**src/rtl/ame_pkg.sv**
```systemverilog
// Shared types and helpers for the AME determinant/divide datapath.
package ame_pkg;

  // Default width of the signed comp word travelling between AME stages.
  localparam int COMP_DATA_BITS_DFLT = 64;

  typedef logic signed [COMP_DATA_BITS_DFLT-1:0] comp_word_t;

  // Divider control states.
  typedef enum logic [1:0] {
    IDLE = 2'd0,
    CALC = 2'd1,
    DONE = 2'd2
  } div_state_t;

  // Number of quotient bits produced: the integer part plus the fractional part.
  function automatic int div_bits(input int data_bits, input int frac_bits);
    return data_bits + frac_bits;
  endfunction

endpackage

```
**src/rtl/ame_div_step.sv**
```systemverilog
// One combinational restoring-division step: shift in a dividend bit, trial-subtract.
module ame_div_step #(
  parameter int COMP_DATA_BITS = 64
) (
  input  logic [COMP_DATA_BITS:0]   rem_i,
  input  logic                      bit_i,
  input  logic [COMP_DATA_BITS-1:0] dvs_i,
  output logic [COMP_DATA_BITS:0]   rem_o,
  output logic                      q_o
);

  logic [COMP_DATA_BITS:0] rem_sh;

  // A set bit shifted out of the remainder means the shifted value certainly exceeds the
  // divisor; the modular subtraction still leaves the correct (smaller) remainder.
  always_comb begin
    rem_sh = {rem_i[COMP_DATA_BITS-1:0], bit_i};
    q_o    = rem_i[COMP_DATA_BITS] | (rem_sh >= {1'b0, dvs_i});
    rem_o  = q_o ? (rem_sh - {1'b0, dvs_i}) : rem_sh;
  end

endmodule

```
**src/rtl/ame_det_divide.sv**
```systemverilog
// Cramer's-rule divider: signed N / D -> fixed-point affine motion parameter.
// Iterative radix-2 restoring division with sign handling, divide-by-zero and saturation.
module ame_det_divide
  import ame_pkg::*;
#(
  parameter int COMP_DATA_BITS = 64,
  parameter int FRAC_BITS      = 0
) (
  input  logic                           clk_i,
  input  logic                           rst_n_i,
  input  logic                           comp_init_i,
  input  logic [1:0][COMP_DATA_BITS-1:0] comp_data_i,
  output logic                           comp_busy_o,
  output logic                           comp_done_o,
  output logic                           comp_zero_o,
  output logic                           comp_sat_o,
  output logic [COMP_DATA_BITS-1:0]      comp_data_o
);

  localparam int W     = COMP_DATA_BITS;
  localparam int DB    = div_bits(COMP_DATA_BITS, FRAC_BITS);
  localparam int CNT_W = (DB > 1) ? $clog2(DB) : 1;

  localparam logic [DB:0]  LIM_NEG = (DB+1)'(1) << (W-1);
  localparam logic [DB:0]  LIM_POS = LIM_NEG - (DB+1)'(1);
  localparam logic [W-1:0] MAX_POS = {1'b0, {(W-1){1'b1}}};
  localparam logic [W-1:0] MIN_NEG = {1'b1, {(W-1){1'b0}}};

  div_state_t state_q, state_d;

  logic signed [W-1:0] num_s, den_s;
  logic                den_zero;

  logic             sign_q;
  logic             zero_q;
  logic [DB-1:0]    dvd_q;
  logic [W-1:0]     dvs_q;
  logic [W:0]       rem_q;
  logic [DB-1:0]    quo_q;
  logic [CNT_W-1:0] cnt_q;

  logic [W:0] rem_nxt;
  logic       q_bit;
  logic [W:0] sat_res;

  // Magnitude of a two's-complement word; the most negative value maps exactly to 2^(W-1).
  function automatic logic [W-1:0] abs_val(input logic signed [W-1:0] x);
    return x[W-1] ? (~x + 1'b1) : x;
  endfunction

  // Clamp the truncated magnitude to the signed range and apply the sign.
  // Result is {saturated, value}.
  function automatic logic [W:0] saturate(input logic neg, input logic [DB-1:0] mag);
    logic [DB:0]  m;
    logic [W-1:0] mw;
    m  = {1'b0, mag};
    mw = mag[W-1:0];
    if (!neg && (m > LIM_POS)) return {1'b1, MAX_POS};
    if (neg && (m > LIM_NEG))  return {1'b1, MIN_NEG};
    return {1'b0, neg ? (~mw + 1'b1) : mw};
  endfunction

  assign num_s    = comp_data_i[1];
  assign den_s    = comp_data_i[0];
  assign den_zero = (den_s == '0);

  ame_div_step #(
    .COMP_DATA_BITS(COMP_DATA_BITS)
  ) u_step (
    .rem_i (rem_q),
    .bit_i (dvd_q[DB-1]),
    .dvs_i (dvs_q),
    .rem_o (rem_nxt),
    .q_o   (q_bit)
  );

  // State register; reset aborts any operation in flight.
  always_ff @(posedge clk_i or negedge rst_n_i) begin
    if (!rst_n_i) state_q <= IDLE;
    else          state_q <= state_d;
  end

  // Next-state: init is honoured only in IDLE; zero divisor skips straight to DONE.
  always_comb begin
    state_d = state_q;
    case (state_q)
      IDLE:    if (comp_init_i) state_d = den_zero ? DONE : CALC;
      CALC:    if (cnt_q == '0) state_d = DONE;
      DONE:    state_d = IDLE;
      default: state_d = IDLE;
    endcase
  end

  // Operand capture on accepted init, then one quotient bit per CALC cycle, MSB first.
  always_ff @(posedge clk_i or negedge rst_n_i) begin
    if (!rst_n_i) begin
      sign_q <= 1'b0;
      zero_q <= 1'b0;
      dvd_q  <= '0;
      dvs_q  <= '0;
      rem_q  <= '0;
      quo_q  <= '0;
      cnt_q  <= '0;
    end else if ((state_q == IDLE) && comp_init_i) begin
      sign_q <= num_s[W-1] ^ den_s[W-1];
      zero_q <= den_zero;
      dvd_q  <= DB'(abs_val(num_s)) << FRAC_BITS;
      dvs_q  <= abs_val(den_s);
      rem_q  <= '0;
      quo_q  <= '0;
      cnt_q  <= CNT_W'(DB-1);
    end else if (state_q == CALC) begin
      rem_q <= rem_nxt;
      dvd_q <= dvd_q << 1;
      quo_q <= (quo_q << 1) | DB'(q_bit);
      cnt_q <= cnt_q - 1'b1;
    end
  end

  // Outputs: result fields are driven only during the single DONE cycle.
  always_comb begin
    comp_busy_o = (state_q != IDLE);
    comp_done_o = 1'b0;
    comp_zero_o = 1'b0;
    comp_sat_o  = 1'b0;
    comp_data_o = '0;
    sat_res     = saturate(sign_q, quo_q);
    if (state_q == DONE) begin
      comp_done_o = 1'b1;
      if (zero_q) begin
        comp_zero_o = 1'b1;
      end else begin
        comp_sat_o  = sat_res[W];
        comp_data_o = sat_res[W-1:0];
      end
    end
  end

endmodule

```
**config.mk**
```make
export PLATFORM = sky130hd
export DESIGN_NAME = ame_det_divide
export DESIGN_NICKNAME = d
export VERILOG_FILES = /design/src/rtl/ame_pkg.sv /design/src/rtl/ame_div_step.sv /design/src/rtl/ame_det_divide.sv
export SDC_FILE = /design/constraint.sdc
export NUM_CORES = 1
export LEC_CHECK = 0
export CORE_UTILIZATION = 60
export CTS_CLUSTER_DIAMETER = 150
export CTS_CLUSTER_SIZE = 40
export DETAILED_ROUTE_END_ITERATION = 6
export PLACE_DENSITY = 0.92
export SYNTH_ARGS = -nofsm -noshare
export SYNTH_HDL_FRONTEND = slang
export SYNTH_HIERARCHICAL = 1
export SYNTH_SLANG_ARGS = --single-unit
```
**constraint.sdc**
```tcl
create_clock -name clk_i -period 8.3 [get_ports clk_i]
set_input_delay 2.075 -clock clk_i [delete_from_list [all_inputs] [get_ports clk_i]]
set_output_delay 2.075 -clock clk_i [all_outputs]
set_load 0.02 [all_outputs]
```
==> summary.md, run 1 <==
| Metric | Value |
|---|---|
| CTS Buf Count | 11 |
| Flop pwr share | 27.3% |
| CP Data Required Time | 6.23 ns |
| Net switching power | 0.004571 W |
| Largest cells by area after synthesis | dfrtp_1 (31%), nand2_1 (9.9%), o21ai_0 (7.4%), xor2_1 (5.2%), a21oi_1 (4.8%) |
| Max Slew Vio Count | 0 |
| Final setup viols | 0 |
| Fin crit period | 6.824 ns |
| Synth Area in XOR/XNOR | 7.719% |
| Total grt overflow | 0 |
| Vias in the first global route | 20262 |
| Hold Slack | 0.4975 ns |
| Final hold viol count | 0 |
| Post-synthesis sequential area ratio | 31.49% |
| Final Skew | 0.06015 ns |
| Yosys warnings | 6 |
| Share of cells above drive strength 1 | 5.475% |
| Fin crit share | 82.22% |
| CTS Root Buffer Type | clkbuf_16 |
| CP endpoint kind | output port |
| Std cell rows | 68 |
| PD cells | 392.9 nW/um2 |
| Buffer count from post-CTS setup fixing | 0 |
| Final TNS setup | 0 ns |
| CP top delay family | simple AND/OR/NAND/NOR gates |
| Number of H-tree levels | 1 |
| Startpoint Class | register |
| Die Y-Extent | 190.1 um |
| Status | finished, violations left |
| Critical path, cell by cell | nor3_1 > nand4_1 > or4_4 > o21ai_2 > nor2_1 > nor4_1 > clkdlybuf4s50_1 |
| Mapped Cells | 2782 |
| Nets | 3029 |
| Max Cap Viol | 0 |
| WL per Instance | 19.66 um |
| Initial Util | 61.28% |
| Commonest non-fill, non-tap cell in the layout | nand2_1 |
| Cell leakage power | 9.623 nW |
| Initial antenna violation count | 0 |
| Remaining antenna violation count | 0 |
| Largest net degree at the start of global routing | 118 |
| DIE WIDTH | 190.1 um |
| Post_cts resized | 0 |
| Post-synthesis mux area share | 3.255% |
| DR DRC count | 3 |
| Port bufs | 198 |
| Peak supply drop | 0.3000 mV |
| Pre-CTS WS | 2.163 ns |
| Post-Synth Adder-Cell Area | 4.163% |
| Post-CTS Hold Buffers | 0 |
| Aggregate routed wire length | 64620 um |
| Relative slew margins | 21.81% |
| Crit path kind | reg2out |
| Final GP Congestion | 0.9699 |
| Crit-path max FO | 21 |
| Area share of the largest cell type after synthesis | 31.49% |
| Core Box Area | 34630 um2 |
| Seq cells post-synth | 267 |
| Worst slew pin tran | 1.173 ns |
| CTS Buffer Depth | 3 |
| Hold Crit Class | reg2reg |
| Synth Cell Area | 21220 um2 |
| CP max stage delay | 0.75 ns |
| Asr flop ratio synth | 100.0% |
| CTS tree | yes |
| First-pass GRT wire length | 105100 um |
| Worst-path clk slew | 0.16 ns |
| Total GRT Usage | 35.56% |
| Cell variety after synth | 89 |
| DIE AREA | 36120 um2 |
| DR vias | 21300 |
| Mean Syn Cell Area | 7.627 um2 |
| Synthesis-to-layout area growth | 10.85% |
| Number of flops mapped to enable cells by yosys | 0 |
| Clock Power Share | 8.1% |
| CP Data Arrival Time | 4.75 ns |
| Clock Latency Late Sink | 0.53 ns |
| Clock Sinks | 267 |
| Top Ports | 199 |
| Failing checks | design-rule violations |
| Sw Ratio | 49.46% |
| Synth Area in Compound Gates | 22.63% |
| RSZ-0062 raised after global routing | no |
| Logic pwr share | 64.6% |
| N_diodes | 0 |
| Mapped Nets | 2983 |
| Dominant synthesized flop cell | dfrtp_1 |
| P_int | 0.004670 W |
| Buf/Inv on CP | 1 |
| Simple-Gate Fraction of Synth Area | 25.20% |
| Leading area contributor after synthesis | dfrtp_1 |
| First DRT Iteration DRCs | 2078 |
| Final worst slack | 1.476 ns |
| Fmax achieved | 146.5 MHz |
| HPWL after detailed placement | 45620 um |
| Slowest library cell on the worst path | o21ai_2 |
| Vias/cell | 6.482 |
| Most frequent cells in the layout | nand2_1 (557), o21ai_0 (312), dfrtp_1 (266) |
| Final core occ | 67.93% |
| Main combinational cell family by area after synthesis | simple AND/OR/NAND/NOR gates |
| Total iterations of the first detailed-routing run | 7 |
power groups by stage:
stage          sequential [W]  combinational [W]  clock (W)
2_1_floorplan         0.00230            0.00464          0
3_3_place_gp          0.00249            0.00565          0
3_5_place_dp          0.00252            0.00580          0
4_1_cts               0.00250            0.00585   0.000758
5_1_grt               0.00260            0.00657   0.000796
6_report              0.00252            0.00597   0.000749
Yosys cell counts (all sizes together), types with 9 or more instances:
cell	instances
o22ai	10
o211ai	10
a211oi	20
a21oi	206
nor2	144
mux2	47
clkbuf	144
nor2b	12
a311oi	9
o31ai	63
or2	19
nand4	51
xnor2	60
nand2b	18
ha	69
nor4	37
or3	33
nand2	558
nor3	73
a21o	20
nand3	69
and3	62
inv	105
o21a	16
buf	39
o21ai	321
xor2	127
a31oi	29
dfrtp	267
or4	26
mux2i	9
o21bai	17
o41ai	25
sequential cells by signal (all words and copies together) (netlist names):
name / flops
rem_q: 65
sign_q: 1
state_q: 2
dvs_q: 64
cnt_q: 6
zero_q: 1
dvd_q: 64
quo_q: 64
path summary, 6_finish.rpt:
kind / startpoint / endpoint / slack (ns) / cells past startpoint
setup / recovery: quo_q[4] / comp_data_o[54] / 1.48 / 7
hold / removal: dvs_q[35] / dvs_q[35] / 0.50 / 2
setup reg to reg: dvs_q[3] / rem_q[23] / 3.68 / 16
hold reg to reg: dvs_q[35] / dvs_q[35] / 0.50 / 2
max in group asynchronous: rst_n_i / dvs_q[43] / 5.02 / 2
min in group asynchronous: rst_n_i / dvs_q[59] / 1.58 / 1
layer usage:
layer  vias to the layer above  routed length (um)  global-route usage [%]
li1                       9924                   -                       -
met1                     10143               27090                   48.69
met2                      1043               30100                   57.58
met3                       190                4590                   3.191
met4                         0                2837                   15.11
met5                         -                   0                       0
metrics by stage:
step | area, um2 | std cells | total power [W]
2_1_floorplan | 21220 | 2782 | 0.006943
3_3_place_gp | 23160 | 3270 | 0.008141
3_5_place_dp | 23160 | 3270 | 0.008320
4_1_cts | 23520 | 3286 | 0.009107
5_1_grt | 23520 | 3286 | 0.009966
6_report | 23520 | 3286 | 0.009241
tightest hold or removal path: stages (launching register included):
cell and delay (ns):
dfrtp_1 0.37, nand2_1 0.04, o21ai_0 0.06
final cells by class:
class / instances / area [um2]
multi-input combinational: 2227 / 13390
fill: 2863 / 11110
sequential: 267 / 6683
timing repair buffer: 216 / 2125
tap: 455 / 569.3
inverter: 105 / 394.1
clock buffer: 12 / 279.0
clock inverter: 4 / 85.08
logic make-up (layout without fill, tap and decap cells):
family	Yosys count	after routing
AND/OR/NAND/NOR	1126	1126
AO/OA/AOI/OAI	788	788
buffers and inverters	288	337
flip-flops	267	267
XOR/XNOR	187	187
adder cells (fa/ha/maj)	70	70
multiplexers	56	56
No activity file was read; power rests on OpenSTA's default activity.
==> run 2: changes to the inputs <==
- CORE_UTILIZATION: 60 -> 54
- PLACE_DENSITY: 0.92 -> 0.88
- clock period: 8.3 -> 6 ns (I/O delays scaled with it)
==> run 2 against run 1 <==
- critical path type unchanged
- largest power group unchanged
- non-clock buffer count rose by 16
- cell count rose by 2.5%
- first-iteration DRC count fell by 0.82%
- clock-buffer cell count rose by 1
- clock power rose by 28%
- the flow now finishes without violations
==> summary.md, run 2 (synthesis gave the netlist of run 1 again) <==
| Metric | Value |
|---|---|
| DIE AREA | 40090 um2 (+11%) |
| HPWL after detailed placement | 46980 um (+3.0%) |
| Top Ports | 199 (unchanged) |
| CTS Buffer Depth | 3 (unchanged) |
| CP endpoint kind | output port |
| Startpoint Class | register |
| Remaining antenna violation count | 0 (unchanged) |
| Total iterations of the first detailed-routing run | 6 (-1) |
| Aggregate routed wire length | 66140 um (+2.4%) |
| Post_cts resized | 0 (unchanged) |
| CTS Buf Count | 10 (-1) |
| WL per Instance | 19.64 um (-0.10%) |
| CTS tree | yes |
| PD cells | 538.1 nW/um2 (+37%) |
| Std cell rows | 72 (+5.9%) |
| Most frequent cells in the layout | nand2_1 (557), o21ai_0 (312), dfrtp_1 (266) |
| Register area | 6683 um2 (unchanged) |
| Fin crit share | 94.47% |
| DIE WIDTH | 200.2 um (+5.4%) |
| Flop pwr share | 27.2% (about the same) |
| Post-CTS Hold Buffers | 0 (unchanged) |
| Fmax achieved | 176.4 MHz |
| CP Data Required Time | 4.50 ns (-1.73 ns) |
| Buf/Inv on CP | 1 (unchanged) |
| FILL cells | 3542 (+24%) |
| Clock Power Share | 7.5% (-0.6 points) |
| Max Slew Vio Count | 0 (unchanged) |
| RSZ-0062 raised after global routing | no |
| Clock Sinks | 267 (unchanged) |
| CTS Root Buffer Type | clkbuf_16 |
| Die Y-Extent | 200.2 um (+5.4%) |
| Final setup viols | 0 (unchanged) |
| Core Box Area | 38740 um2 (+12%) |
| Hold Path Depth | 2 (unchanged) |
| Cell leakage power | 9.693 nW (+0.73%) |
| Final Skew | 0.03002 ns (-0.03013 ns) |
| Clock Latency Late Sink | 0.53 ns (about the same) |
| Commonest non-fill, non-tap cell in the layout | nand2_1 |
| Reg2reg path depth | 14 (-2) |
| Relative slew margins | 23.79% (+2.0 points) |
| Total GRT Usage | 32.27% (-3.3 points) |
| CP max stage delay | 0.72 ns (-0.03 ns) |
| Slowest library cell on the worst path | nor4_1 |
| Port bufs | 198 (unchanged) |
| Peak supply drop | 0.3402 mV (+13%) |
| Nets | 3044 (+0.50%) |
| Crit Reg-Reg Endpoint | rem_q[62] |
| Power, Total | 0.01276 W (+38%) |
| Initial Util | 54.78% (-6.5 points) |
| Number of H-tree levels | 1 (unchanged) |
| Max Cap Viol | 0 (unchanged) |
| Worst slew pin tran | 1.143 ns (-0.02969 ns) |
| CP Data Arrival Time | 4.17 ns (-0.58 ns) |
| Share of cells above drive strength 1 | 5.940% (+0.47 points) |
| Status | finished clean |
| Final core occ | 61.21% (-6.7 points) |
| Synthesis-to-layout area growth | 11.75% |
| Total grt overflow | 0 (unchanged) |
| Final TNS setup | 0 ns (unchanged) |
| First-pass GRT wire length | 107100 um (+2.0%) |
| DR vias | 21076 (-1.1%) |
| Sw Ratio | 49.46% (about the same) |
| Logic pwr share | 65.3% (+0.7 points) |
| CP top delay family | simple AND/OR/NAND/NOR gates |
| Hold_sp | dvs_q[7] |
| DR DRC count | 0 (-3) |
| Crit path kind | reg2out |
| Net switching power | 0.006311 W (+38%) |
| Vias/cell | 6.260 (-3.4%) |
| Initial antenna violation count | 5 (+5) |
| Buffer count from post-CTS setup fixing | 0 (unchanged) |
| Final hold viol count | 0 (unchanged) |
| Biggest register | rem_q |
| First DRT Iteration DRCs | 2061 (-0.82%) |
| Worst-path clk slew | 0.15 ns (about the same) |
| Hold Crit Class | reg2reg |
| Fin crit period | 5.668 ns |
| Final GP Congestion | 0.9583 (-1.2%) |
| RR Startpoint | dvd_q[63] |
| Multi-input logic area | 13390 um2 (unchanged) |
| Max reg flops | 65 (unchanged) |
| Hold EP | dvs_q[7] |
| Crit-path max FO | 7 (-67%) |
| Largest net degree at the start of global routing | 130 (+10%) |
| Critical path, cell by cell | or3_1 > or4_4 > nor4_1 > nand2_1 > xnor2_1 > a211oi_1 > clkdlybuf4s50_1 |
| Flop2flop setup slack | 1.75 ns (-1.93 ns) |
| Vias in the first global route | 20212 (-0.25%) |
| P_int | 0.006448 W (+38%) |
## run 2: layout make-up
class	count	area share [%]
clock buffers	13	1.235
inverters	105	1.662
flip-flops and latches	267	28.18
clock inverters	1	0.06859
repair buffers	232	9.624
diodes	4	0.04221
multi-input cells	2227	56.45
well taps	518	2.733
## run 2: worst max-delay path by stage
stage | endpoint | cells after the start | from
after global placement | comp_data_o[56] | 7 | quo_q[28]
after CTS | comp_data_o[56] | 7 | quo_q[28]
after global routing | comp_data_o[56] | 7 | quo_q[28]
final | comp_data_o[56] | 7 | quo_q[28]
after floorplan | comp_data_o[54] | 9 | quo_q[0]
after detailed placement | dvs_q[38] | 9 | comp_data_i[1]
## run 2: through the flow
stage	hold WS [ns]	instance area (um2)	std cells	setup WS, ns
2_1_floorplan	0.4498	21220	2782	1.754
3_3_place_gp	0.4627	23390	3349	1.034
3_5_place_dp	0.4708	23390	3349	0.9925
4_1_cts	0.5008	23700	3363	0.4360
5_1_grt	0.5155	23710	3366	0.2568
6_report	0.4989	23710	3367	0.3319
## run 2: tightest hold or removal path, cell delays in order, from the launching register on
cell and delay [ns]:
dfrtp_1 0.37, nand2_1 0.04, o21ai_0 0.06
## run 2: power groups by stage
stage / registers, W / logic (W) / clock network [W]
2_1_floorplan: 0.00318 / 0.00642 / 0
3_3_place_gp: 0.00344 / 0.00790 / 0
3_5_place_dp: 0.00349 / 0.00810 / 0
4_1_cts: 0.00345 / 0.00818 / 0.000973
5_1_grt: 0.00359 / 0.00920 / 0.00102
6_report: 0.00347 / 0.00833 / 0.000958
## run 2: layer usage
layer  global-route usage [%]  part of all wire (%)  up-vias
met3                    3.889                   6.5      132
met4                    11.29                   3.3        2
met5                        0                 0.020        -
met2                    52.27                    46      824
li1                         -                     -     9949
met1                    44.47                    44    10169
